$ cat src/rtl/word_demux4_pkg.sv
// Shared constants for the 1-to-4 word demultiplexer and its holding slots.
package word_demux4_pkg;
  localparam int WORD_W = 16;
  localparam int N_OUT  = 4;
  localparam int SEL_W  = 2;
  localparam logic [WORD_W-1:0] RST_DATA = 16'h0000;
endpackage

$ cat src/rtl/demux_slot.sv
// Single-entry holding register with its own valid bit; a load wins over a drain.
module demux_slot #(
  parameter int W = word_demux4_pkg::WORD_W
) (
  input  logic         clk,
  input  logic         rst_n,
  input  logic         load,
  input  logic         drain,
  input  logic [0:W-1] load_data,
  output logic         valid,
  output logic [0:W-1] data
);
  import word_demux4_pkg::*;

  always_ff @(posedge clk or negedge rst_n) begin
    if (!rst_n) begin
      valid <= 1'b0;
      data  <= W'(RST_DATA);
    end else if (load) begin
      // Covers drain-and-reload: old word leaves, new word lands, no bubble.
      valid <= 1'b1;
      data  <= load_data;
    end else if (drain) begin
      valid <= 1'b0;
    end
  end
endmodule

$ cat src/rtl/word_demux4.sv
// Registered 1-to-4 word demultiplexer: steers one producer word into one of
// four single-entry output channels, each with its own valid/ready handshake.
module word_demux4 #(
  parameter int WORD_W = word_demux4_pkg::WORD_W,
  parameter int N_OUT  = word_demux4_pkg::N_OUT
) (
  input  logic                              i_clk,
  input  logic                              i_rst_n,
  input  logic                              i_valid,
  output logic                              o_ready,
  input  logic [0:word_demux4_pkg::SEL_W-1] i_sel,
  input  logic [0:WORD_W-1]                 i_data,
  output logic [0:N_OUT-1]                  o_valid,
  input  logic [0:N_OUT-1]                  i_ready,
  output logic [0:WORD_W-1]                 o_data0,
  output logic [0:WORD_W-1]                 o_data1,
  output logic [0:WORD_W-1]                 o_data2,
  output logic [0:WORD_W-1]                 o_data3,
  output logic                              o_busy
);
  import word_demux4_pkg::*;

  logic [0:N_OUT-1]  load;
  logic [0:N_OUT-1]  slot_valid;
  logic [0:WORD_W-1] slot_data [N_OUT];
  logic              accept;

  // Ready looks only at the addressed slot, so a stuck consumer blocks only
  // producers aimed at it; it never depends on i_valid.
  assign o_ready = !slot_valid[i_sel] || i_ready[i_sel];
  assign accept  = i_valid && o_ready;

  generate
    for (genvar gi = 0; gi < N_OUT; gi++) begin : g_slot
      assign load[gi] = accept && (i_sel == SEL_W'(gi));

      demux_slot #(.W(WORD_W)) u_slot (
        .clk       (i_clk),
        .rst_n     (i_rst_n),
        .load      (load[gi]),
        .drain     (i_ready[gi]),
        .load_data (i_data),
        .valid     (slot_valid[gi]),
        .data      (slot_data[gi])
      );
    end
  endgenerate

  assign o_valid = slot_valid;
  assign o_busy  = |slot_valid;
  assign o_data0 = slot_data[0];
  assign o_data1 = slot_data[1];
  assign o_data2 = slot_data[2];
  assign o_data3 = slot_data[3];
endmodule

$ cat config.mk
export PLATFORM = sky130hd
export DESIGN_NAME = word_demux4
export DESIGN_NICKNAME = d
export VERILOG_FILES = /design/src/rtl/word_demux4_pkg.sv /design/src/rtl/demux_slot.sv /design/src/rtl/word_demux4.sv
export SDC_FILE = /design/constraint.sdc
export NUM_CORES = 1
export LEC_CHECK = 0
export ABC_AREA = 1
export BUFFER_PORTS_ARGS = -buffer_cell sky130_fd_sc_hd__buf_2
export CAP_MARGIN = 20
export CELL_PAD_IN_SITES_DETAIL_PLACEMENT = 0
export CELL_PAD_IN_SITES_GLOBAL_PLACEMENT = 1
export CORE_MARGIN = 5
export CORE_UTILIZATION = 35
export CTS_BUF_LIST = sky130_fd_sc_hd__clkbuf_4 sky130_fd_sc_hd__clkbuf_8
export CTS_CLUSTER_SIZE = 14
export DETAILED_ROUTE_END_ITERATION = 16
export PLACE_DENSITY_LB_ADDON = 0.1
export SLEW_MARGIN = 25
export SYNTH_ARGS = -nofsm -noshare
export SYNTH_HDL_FRONTEND = slang
export SYNTH_HIERARCHICAL = 1
export SYNTH_SLANG_ARGS = --single-unit
$ cat constraint.sdc
create_clock -name i_clk -period 1.8 [get_ports i_clk]
set_input_delay 0.54 -clock i_clk [delete_from_list [all_inputs] [get_ports i_clk]]
set_output_delay 0.54 -clock i_clk [all_outputs]
set_load 0.01 [all_outputs]
==> summary.txt, run 1 <==
Yosys
  – Cell area after synthesis: 2850 um^2
  – Post-synthesis sequential area ratio: 59.8%
  – Yosys top cell area share: 59.8%
  – Netlist cell types: 12
  – Seq cells post-synth: 68
  – Yosys warns: 6
  – Syn nets: 346
  – Top cells by area, synth: dfrtp_1 60%, nand2_1 27%, nand2_2 3.1%
  – Biggest area consumer among synthesized cells: dfrtp_1
  – Synthesized area per cell: 8.87 um^2
  – Post-Synthesis Cells: 321

Clock network
  – Clock H-tree levels: 3
  – Reg clk slew, reported paths: 0.07 ns
  – Clk root buf: clkbuf_8
  – Max clock buf depth: 2
  – CTS tree: yes
  – Clock sinks: 68
  – Clock latency on the worst-skew pair: 0.33 ns
  – Num CTS Buffers: 9

Placed design
  – Placed insts: 516
  – GP Congestion: 0.811
  – PortBufs: 94
  – DP HPWL: 5420 um

Outcome
  – Status: completed

Timing
  – Final Max Slew Viols: 0
  – Min Tclk post-route: 1.74 ns
  – Actual slew at the worst max-slew pin: 0.376 ns
  – Achievable frequency: 0.575 GHz
  – # setup viols final: 0
  – Max-slew headroom: 75.0%
  – Period utilisation layout: 96.6%
  – Final count of hold timing violations: 0
  – RSZ-0062 raised after global routing: true
  – Clock skew: 0.00798 ns

Flow run
  – Number of max-cap violations: 0

Routing
  – Total wire length: 7630 um
  – First drt pass iteration count: 4
  – Iter 0 DRT Violations: 106
  – Antenna-violating nets left: 0
  – Vias per cell: 4.31
  – DRC Markers: 0
  – DR WL/cell: 14.2 um
  – Vias: 2,308

Cells and area
  – Antenna cells: 0
  – Area growth from synthesis to layout: 29.3%
  – Most frequent cells in the layout: 203 x nand2_1, 91 x buf_2, 67 x dfrtp_1, 15 x nand2_2, 10 x clkbuf_8
  – Fill cells: 832
  – Layout cells sized above 1: 34.6%
  – Final core utilization: 45.7%
  – Non-Filler Instances: 536
  – Most common cell after layout, fill and taps aside: nand2_1
  – Nets@finish: 451

GRT
  – Most crowded layer after global routing: met1
  – Remaining global-route overflow: 0
  – Largest net degree at the start of global routing: 69
  – GRT Util Overall: 16.0%
  – First-pass GRT wire length: 12,300 um
  – Grt met1 use: 23.4%
  – Routing usage on met2: 22.5%
  – GR Util met3: 3.89%
  – Vias in the first global route: 2,303
  – Initial antenna violation count: 0

Power and ir drop
  – PD cells: 1170 nW/um^2
  – VDD IR-drop max: 0.455 mV
  – Pwr Total: 0.00430 W
  – Leakage: 2.16 nW

Setup path
  – Maximum fanout along the worst path: 8
  – Critical path's slowest cell: clkbuf_4
  – Critical Path RT: 1.26 ns
  – Critical-path cell list: clkbuf_4, nor2_2, nand2_1, nand2_1, nor2_2, nand2_2, buf_6
  – CP Capture Type: output port
  – CP Launch Type: input pin
  – Max incr delay on CP: 0.17 ns
  – Setup Crit Path Kind: in -> out
  – WP data arrival: 1.20 ns

Die
  – Ports: 95
  – Row cnt: 33
  – Die width: 100 um
  – Full die area: 10,000 um^2
  – Die Ht: 100 um
  – Core area: 8050 um^2
  – Starting Density: 35.4%

Min path
  – Hold WC Path Type: in -> async
## Yosys cell counts
cell,instances
buf_6,5
buf_8,4
clkbuf_8,4
dfrtp_1,68
inv_1,5
inv_2,2
inv_8,4
nand2_1,204
nand2_2,14
nand3_1,3
nor2_1,6
nor2_2,2
## flip-flops by register name, indices dropped and copies added, names as in the netlist
register and cells:
g_slot.u_slot/data 64, g_slot.u_slot/valid 4
## path summary, 6_finish.rpt
path	from	to	slack (ns)	cells past startpoint
max in group asynchronous	i_rst_n	g_slot[2].u_slot/valid	1.26	2
hold / removal	i_rst_n	g_slot[3].u_slot/data[1]	0.20	2
setup reg to reg	g_slot[2].u_slot/valid	g_slot[0].u_slot/data[7]	0.24	12
min in group i_clk	i_ready[0]	g_slot[0].u_slot/valid	0.45	4
setup / recovery	i_sel[1]	o_ready	0.06	7
hold reg to reg	g_slot[2].u_slot/data[6]	g_slot[2].u_slot/data[6]	0.47	2
## area by class of cell
class                           instances  area, um^2  share of cell area, %
Sequential cell                        68        1700                   46.3
Clock inverter                          5        75.1                   2.04
Timing Repair Buffer                  107         642                   17.4
Inverter                               11        73.8                   2.01
Tap cell                              105         131                   3.57
Clock buffer                           11         145                   3.94
Multi-Input combinational cell        229         911                   24.7
## metrics by stage
| stage | cell area, um^2 | hold slack, ns | worst slack (ns) | TNS [ns] |
|---|---|---|---|---|
| detailed placement | 3410 | 0.457 | -0.00491 | -0.00949 |
| floorplan | 2850 | 0.244 | 0.119 | 0 |
| global placement | 3410 | 0.451 | 0.0159 | 0 |
| CTS | 3630 | 0.220 | 0.0159 | 0 |
| global route | 3680 | 0.216 | -0.0239 | -0.0402 |
| finish | 3680 | 0.205 | 0.0610 | 0 |
## per-layer routing
metal | part of all wire (%) | vias up
met1 | 49 | 1071
met2 | 43 | 60
li1 | - | 1168
met5 | 0 | -
met4 | 1.4 | 0
met3 | 6.4 | 9
## critical path, delay by kind of cell
kind | cells | cell delay (ns)
simple gates | 5 | 0.36
buf+inv | 2 | 0.29
## logic make-up after synthesis
| kind of cell | Yosys count | synth area share (%) |
|---|---|---|
| DFF | 68 | 59.8 |
| and+or+nand+nor | 229 | 31.7 |
| buffers and inverters | 24 | 8.52 |
## timing repair
action | CTS | global route
endpoints found under the hold margin | 0 | 0
endpoints found under the setup margin | 0 | 1
buffers inserted | 0 | 4
hold buffers | 0 | 0
resized for setup | 0 | 7
## where the power goes
group	total (W)	switching [W]	internal, W
Combinational	0.000926	0.000538	0.000388
Clock	0.00139	0.000562	0.000827
Sequential	0.00199	0.000172	0.00181
Note: power is estimated with default switching activity, not from simulation.
==> inputs of run 2 (changes only) <==
==> constraint.sdc (replaced) <==
create_clock -name i_clk -period 2.2 [get_ports i_clk]
set_input_delay 0.66 -clock i_clk [delete_from_list [all_inputs] [get_ports i_clk]]
set_output_delay 0.66 -clock i_clk [all_outputs]
set_load 0.01 [all_outputs]
==> summary.txt, run 2 (same netlist as run 1, synthesis figures left out) <==
Clock network
  – Setup repair bufs after CTS: 0 (unchanged)
  – # resized after CTS: 0 (unchanged)
  – Clk root buf: clkbuf_8
  – Max clock buf depth: 2 (unchanged)
  – Reg clk slew, reported paths: 0.07 ns (about the same)
  – Clock H-tree levels: 3 (unchanged)
  – Clock latency on the worst-skew pair: 0.34 ns (about the same)
  – Num CTS Buffers: 9 (unchanged)
  – Clock sinks: 68 (unchanged)
  – CTS tree: yes
  – Hold_buf cts: 0 (unchanged)

GRT
  – Remaining global-route overflow: 0 (unchanged)
  – First-pass GRT wire length: 12,100 um (-1.3%)
  – Grt met1 use: 22.8% (-0.59 points)
  – Vias in the first global route: 2,279 (-1.0%)
  – Routing usage on met2: 22.7% (+0.20 points)
  – Most crowded layer after global routing: met1
  – Initial antenna violation count: 0 (unchanged)
  – GR Util met3: 4.17% (+0.28 points)
  – Largest net degree at the start of global routing: 69 (unchanged)
  – GRT Util Overall: 15.7% (-0.26 points)

Routing
  – Iter 0 DRT Violations: 101 (-4.7%)
  – Antenna-violating nets left: 0 (unchanged)
  – DR WL/cell: 14.4 um (+1.5%)
  – Vias: 2,299 (-0.39%)
  – Total wire length: 7590 um (-0.41%)
  – First drt pass iteration count: 4 (unchanged)
  – Vias per cell: 4.37 (+1.5%)
  – DRC Markers: 0 (unchanged)

Setup path
  – WP data arrival: 1.32 ns (+0.12 ns)
  – Setup Crit Path Kind: in -> out
  – CP Capture Type: output port
  – CP Launch Type: input pin
  – Critical Path RT: 1.54 ns (+0.28 ns)
  – Maximum fanout along the worst path: 8 (unchanged)

Min path
  – Hold WC Path Type: in -> async

Power and ir drop
  – VDD IR-drop max: 0.341 mV (-25%)
  – Int Pwr: 0.00237 W (-22%)
  – Sequential share of power: 47.8% (+1.6 points)
  – Switching share of power: 30.0% (+0.46 points)
  – Sw Pwr: 0.00102 W (-20%)
  – Leakage: 2.10 nW (-2.8%)
  – PD cells: 948 nW/um^2 (-19%)
  – Clock power share: 30.3% (-2.0 points)
  – Comb pwr share: 21.9% (+0.4 points)

Cells and area
  – Final instance area: 3570 um^2 (-2.9%)
  – FF+latch area: 1700 um^2 (about the same)
  – Antenna cells: 0 (unchanged)
  – Multi-input logic area: 906 um^2 (-0.55%)
  – Fill cells: 867 (+4.2%)
  – Layout cells sized above 1: 32.3% (-2.3 points)
  – Top flop regs: g_slot.u_slot/data (64), g_slot.u_slot/valid (4)
  – Most frequent cells in the layout: 204 x nand2_1, 94 x buf_2, 68 x dfrtp_1, 14 x nand2_2, 11 x clkbuf_8
  – Non-Filler Instances: 526 (-1.9%)
  – Nets@finish: 443 (-1.8%)
  – Final core utilization: 44.4% (-1.3 points)
  – Max reg flops: 64 (unchanged)
  – Most common cell after layout, fill and taps aside: nand2_1
  – Area growth from synthesis to layout: 25.5%
  – Most flops, register: g_slot.u_slot/data

Timing
  – Min Tclk post-route: 1.98 ns
  – Clock skew: 0.00843 ns (+0.000446 ns)
  – Actual slew at the worst max-slew pin: 0.376 ns (+0.000286 ns)
  – Period utilisation layout: 89.9%
  – Worst setup margin: 0.222 ns (+0.161 ns)
  – Final count of hold timing violations: 0 (unchanged)
  – Final Max Slew Viols: 0 (unchanged)
  – Max-slew headroom: 74.9% (about the same)
  – RSZ-0062 raised after global routing: false
  – Achievable frequency: 0.505 GHz
  – # setup viols final: 0 (unchanged)
  – Setup TNS: 0 ns (unchanged)

Die
  – Row cnt: 33 (unchanged)
  – Die width: 100 um (unchanged)
  – Die Ht: 100 um (unchanged)
  – Core area: 8050 um^2 (unchanged)
  – Starting Density: 35.4% (unchanged)
  – Full die area: 10,000 um^2 (unchanged)
  – Ports: 95 (unchanged)

Outcome
  – Status: completed

Placed design
  – GP Congestion: 0.781 (-3.7%)
  – DP HPWL: 5240 um (-3.3%)
  – PortBufs: 94 (unchanged)
  – Dpl cell area: 3380 um^2 (-0.88%)
  – Dpl ws: 0.203 ns (+0.207 ns)
  – Placed insts: 512 (-0.78%)

Flow run
  – Number of max-cap violations: 0 (unchanged)
run 2: cell count changes in the layout (fill, tap and decap cells not counted), sizes merged:
| cell | change |
|---|---|
| bufinv | -1 |
| clkbuf | -1 |
| clkinv | -2 |
| buf | -6 |
run 2: path summary, 6_finish.rpt:
kind                                           start                         to  cells past startpoint  slack (ns)
setup / recovery                            i_sel[1]                    o_ready                      7        0.22
hold / removal                               i_rst_n   g_slot[3].u_slot/data[1]                      2        0.32
setup reg to reg              g_slot[3].u_slot/valid  g_slot[1].u_slot/data[12]                     11        0.66
hold reg to reg            g_slot[1].u_slot/data[14]  g_slot[1].u_slot/data[14]                      2        0.47
max in group asynchronous                    i_rst_n  g_slot[1].u_slot/data[12]                      2        1.56
min in group i_clk         g_slot[1].u_slot/data[14]  g_slot[1].u_slot/data[14]                      2        0.47
run 2: per-stage QoR:
stage,hold slack [ns],total power [W]
2_1_floorplan,0.364,0.00201
3_3_place_gp,0.449,0.00239
3_5_place_dp,0.453,0.00240
4_1_cts,0.339,0.00344
5_1_grt,0.341,0.00359
6_report,0.323,0.00339
run 2: layout make-up:
cell class	count	share of cell area (%)
flip-flops and latches	68	47.6
multi-input cells	229	25.3
repair buffers	99	16.0
clock buffers	12	4.45
well taps	105	3.68
inverters	11	2.00
clock inverters	2	0.980
run 2: worst max-delay path, cell delays in order:
cell and delay (ns):
buf_2 0.16, inv_2 0.07, nand3_1 0.06, nand2_1 0.06, nor2_2 0.11, nand2_2 0.06
buf_2 0.14
run 2: metal layers:
layer / vias to the layer above / share of wire [%]
li1: 1148 / -
met5: - / 0
met4: 0 / 1.1
met1: 1083 / 50
met2: 61 / 43
met3: 7 / 5.8
run 2: power by group through the flow:
stage | clock, W | combinational, W | sequential (W)
floorplan | 0 | 0.000266 | 0.00175
global placement | 0 | 0.000753 | 0.00164
detailed placement | 0 | 0.000762 | 0.00164
CTS | 0.00106 | 0.000762 | 0.00162
global route | 0.00110 | 0.000837 | 0.00165
finish | 0.00103 | 0.000742 | 0.00162
==> inputs of run 3 (changes only) <==
--- a/config.mk
+++ b/config.mk
@@ -10,7 +10,7 @@
 export CAP_MARGIN = 20
 export CELL_PAD_IN_SITES_DETAIL_PLACEMENT = 0
 export CELL_PAD_IN_SITES_GLOBAL_PLACEMENT = 1
-export CORE_MARGIN = 5
+export CORE_MARGIN = 10
 export CORE_UTILIZATION = 35
 export CTS_BUF_LIST = sky130_fd_sc_hd__clkbuf_4 sky130_fd_sc_hd__clkbuf_8
 export CTS_CLUSTER_SIZE = 14
==> summary.txt, run 3 (same netlist as run 1, synthesis figures left out) <==
Outcome
  – Status: completed

Clock network
  – Num CTS Buffers: 9 (unchanged)
  – Clock sinks: 68 (unchanged)
  – Clk root buf: clkbuf_8
  – Reg clk slew, reported paths: 0.07 ns (about the same)
  – Setup repair bufs after CTS: 0 (unchanged)
  – CTS tree: yes
  – Clock latency on the worst-skew pair: 0.34 ns (about the same)
  – # resized after CTS: 0 (unchanged)
  – Clock H-tree levels: 3 (unchanged)
  – Hold_buf cts: 0 (unchanged)
  – Max clock buf depth: 2 (unchanged)

Setup path
  – Critical-path cell list: buf_2, inv_2, nand3_1, nand2_1, nor2_2, nand2_2, buf_2
  – Max incr delay on CP: 0.16 ns (about the same)
  – Maximum fanout along the worst path: 8 (unchanged)
  – Setup Crit Path Kind: in -> out
  – CP Capture Type: output port
  – WP data arrival: 1.32 ns (about the same)
  – Critical Path RT: 1.54 ns (about the same)
  – Critical path's slowest cell: buf_2
  – Most frequent CP cell: buf_2
  – CP Launch Type: input pin

Power and ir drop
  – Leakage: 2.09 nW (-0.39%)
  – VDD IR-drop max: 0.316 mV (-7.3%)
  – PD cells: 924 nW/um^2 (-2.6%)
  – Clock power share: 27.9% (-2.4 points)
  – Sw Pwr: 0.00107 W (+4.8%)
  – Switching share of power: 32.4% (+2.4 points)
  – Int Pwr: 0.00223 W (-6.2%)
  – Sequential share of power: 49.4% (+1.6 points)
  – Comb pwr share: 22.8% (+0.9 points)

Routing
  – Total wire length: 8050 um (+6.0%)
  – Vias: 2,310 (+0.48%)
  – Vias per cell: 4.39 (+0.48%)
  – First drt pass iteration count: 4 (unchanged)
  – Antenna-violating nets left: 0 (unchanged)
  – DR WL/cell: 15.3 um (+6.0%)
  – Iter 0 DRT Violations: 88 (-13%)
  – DRC Markers: 0 (unchanged)

GRT
  – Remaining global-route overflow: 0 (unchanged)
  – Initial antenna violation count: 0 (unchanged)
  – Largest net degree at the start of global routing: 69 (unchanged)
  – First-pass GRT wire length: 12,800 um (+5.7%)
  – GRT Util Overall: 13.8% (-1.9 points)
  – Vias in the first global route: 2,419 (+6.1%)

Flow run
  – Number of max-cap violations: 0 (unchanged)

Timing
  – Clock skew: 0.0110 ns (+0.00254 ns)
  – # setup viols final: 0 (unchanged)
  – Actual slew at the worst max-slew pin: 0.372 ns (-0.00437 ns)
  – Min Tclk post-route: 1.98 ns (+0.00363 ns)
  – RSZ-0062 raised after global routing: false
  – Achievable frequency: 0.505 GHz (-0.18%)
  – Final count of hold timing violations: 0 (unchanged)
  – Worst setup margin: 0.218 ns (-0.00363 ns)
  – Setup TNS: 0 ns (unchanged)
  – Period utilisation layout: 90.1% (+0.17 points)
  – Final Max Slew Viols: 0 (unchanged)
  – Max-slew headroom: 75.2% (+0.29 points)

Cells and area
  – Max reg flops: 64 (unchanged)
  – Most common cell after layout, fill and taps aside: nand2_1
  – Layout cells sized above 1: 33.0% (+0.71 points)
  – Antenna cells: 0 (unchanged)
  – Top flop regs: g_slot.u_slot/data (64), g_slot.u_slot/valid (4)
  – Area growth from synthesis to layout: 25.1%
  – Most flops, register: g_slot.u_slot/data
  – Most frequent cells in the layout: 204 x nand2_1, 94 x buf_2, 68 x dfrtp_1, 14 x nand2_2, 10 x clkbuf_8
  – Nets@finish: 444 (+0.23%)

Die
  – Core area: 7810 um^2 (-3.0%)
  – Row cnt: 32 (-3.0%)
  – Starting Density: 36.5% (+1.1 points)
  – Die width: 110 um (+10%)
  – Full die area: 12,100 um^2 (+21%)
  – Ports: 95 (unchanged)
  – Die Ht: 110 um (+10%)

Min path
  – Hold WC Path Type: in -> async

Placed design
  – GP Congestion: 0.763 (-2.4%)
  – DP HPWL: 5780 um (+10%)
  – PortBufs: 94 (unchanged)
  – Dpl ws: 0.205 ns (+0.00272 ns)
## run 3: worst paths after layout
path / startpoint / end / slack, ns / cells after the start
setup / recovery: i_sel[1] / o_ready / 0.22 / 7
hold / removal: i_rst_n / g_slot[1].u_slot/data[0] / 0.33 / 2
setup reg to reg: g_slot[3].u_slot/valid / g_slot[2].u_slot/data[0] / 0.65 / 11
hold reg to reg: g_slot[0].u_slot/data[11] / g_slot[0].u_slot/data[11] / 0.47 / 2
max in group asynchronous: i_rst_n / g_slot[3].u_slot/valid / 1.56 / 2
min in group i_clk: g_slot[0].u_slot/data[11] / g_slot[0].u_slot/data[11] / 0.47 / 2
## run 3: final cells by class
cell class                      count  area, um^2
Tap cell                          102         128
Inverter                           11        71.3
Clock buffer                       10         138
Fill cell                         827        4240
Sequential cell                    68        1700
Timing Repair Buffer              100         578
Multi-Input combinational cell    229         908
Clock inverter                      6        38.8
## run 3: per-layer routing
layer  GRT usage, %  vias to the layer above  wire (um)
li1               -                     1155          -
met1           18.3                     1074       3700
met2           20.6                       73       3580
met3           4.88                        8        685
met4           4.68                        0         78
met5              0                        -          0
## run 3: through the flow
step	cells	utilization [%]	hold slack (ns)	total power [W]	cell area [um^2]
after CTS	526	45.6	0.341	0.00336	3560
after global routing	526	45.6	0.344	0.00353	3560
after floorplan	321	-	0.364	0.00201	2850
after global placement	510	43.4	0.448	0.00241	3390
final	526	45.6	0.332	0.00329	3560
after detailed placement	510	43.4	0.453	0.00242	3390
## run 3: worst max-delay path, delay by kind of cell
family / cells / cell delay [ns]
buffers and inverters: 3 / 0.37
and+or+nand+nor: 4 / 0.30
## run 3: power by group through the flow
stage	combinational [W]	sequential, W	clock [W]
2_1_floorplan	0.000266	0.00175	0
3_3_place_gp	0.000767	0.00165	0
3_5_place_dp	0.000778	0.00165	0
4_1_cts	0.000777	0.00163	0.000952
5_1_grt	0.000860	0.00166	0.00101
6_report	0.000749	0.00162	0.000918
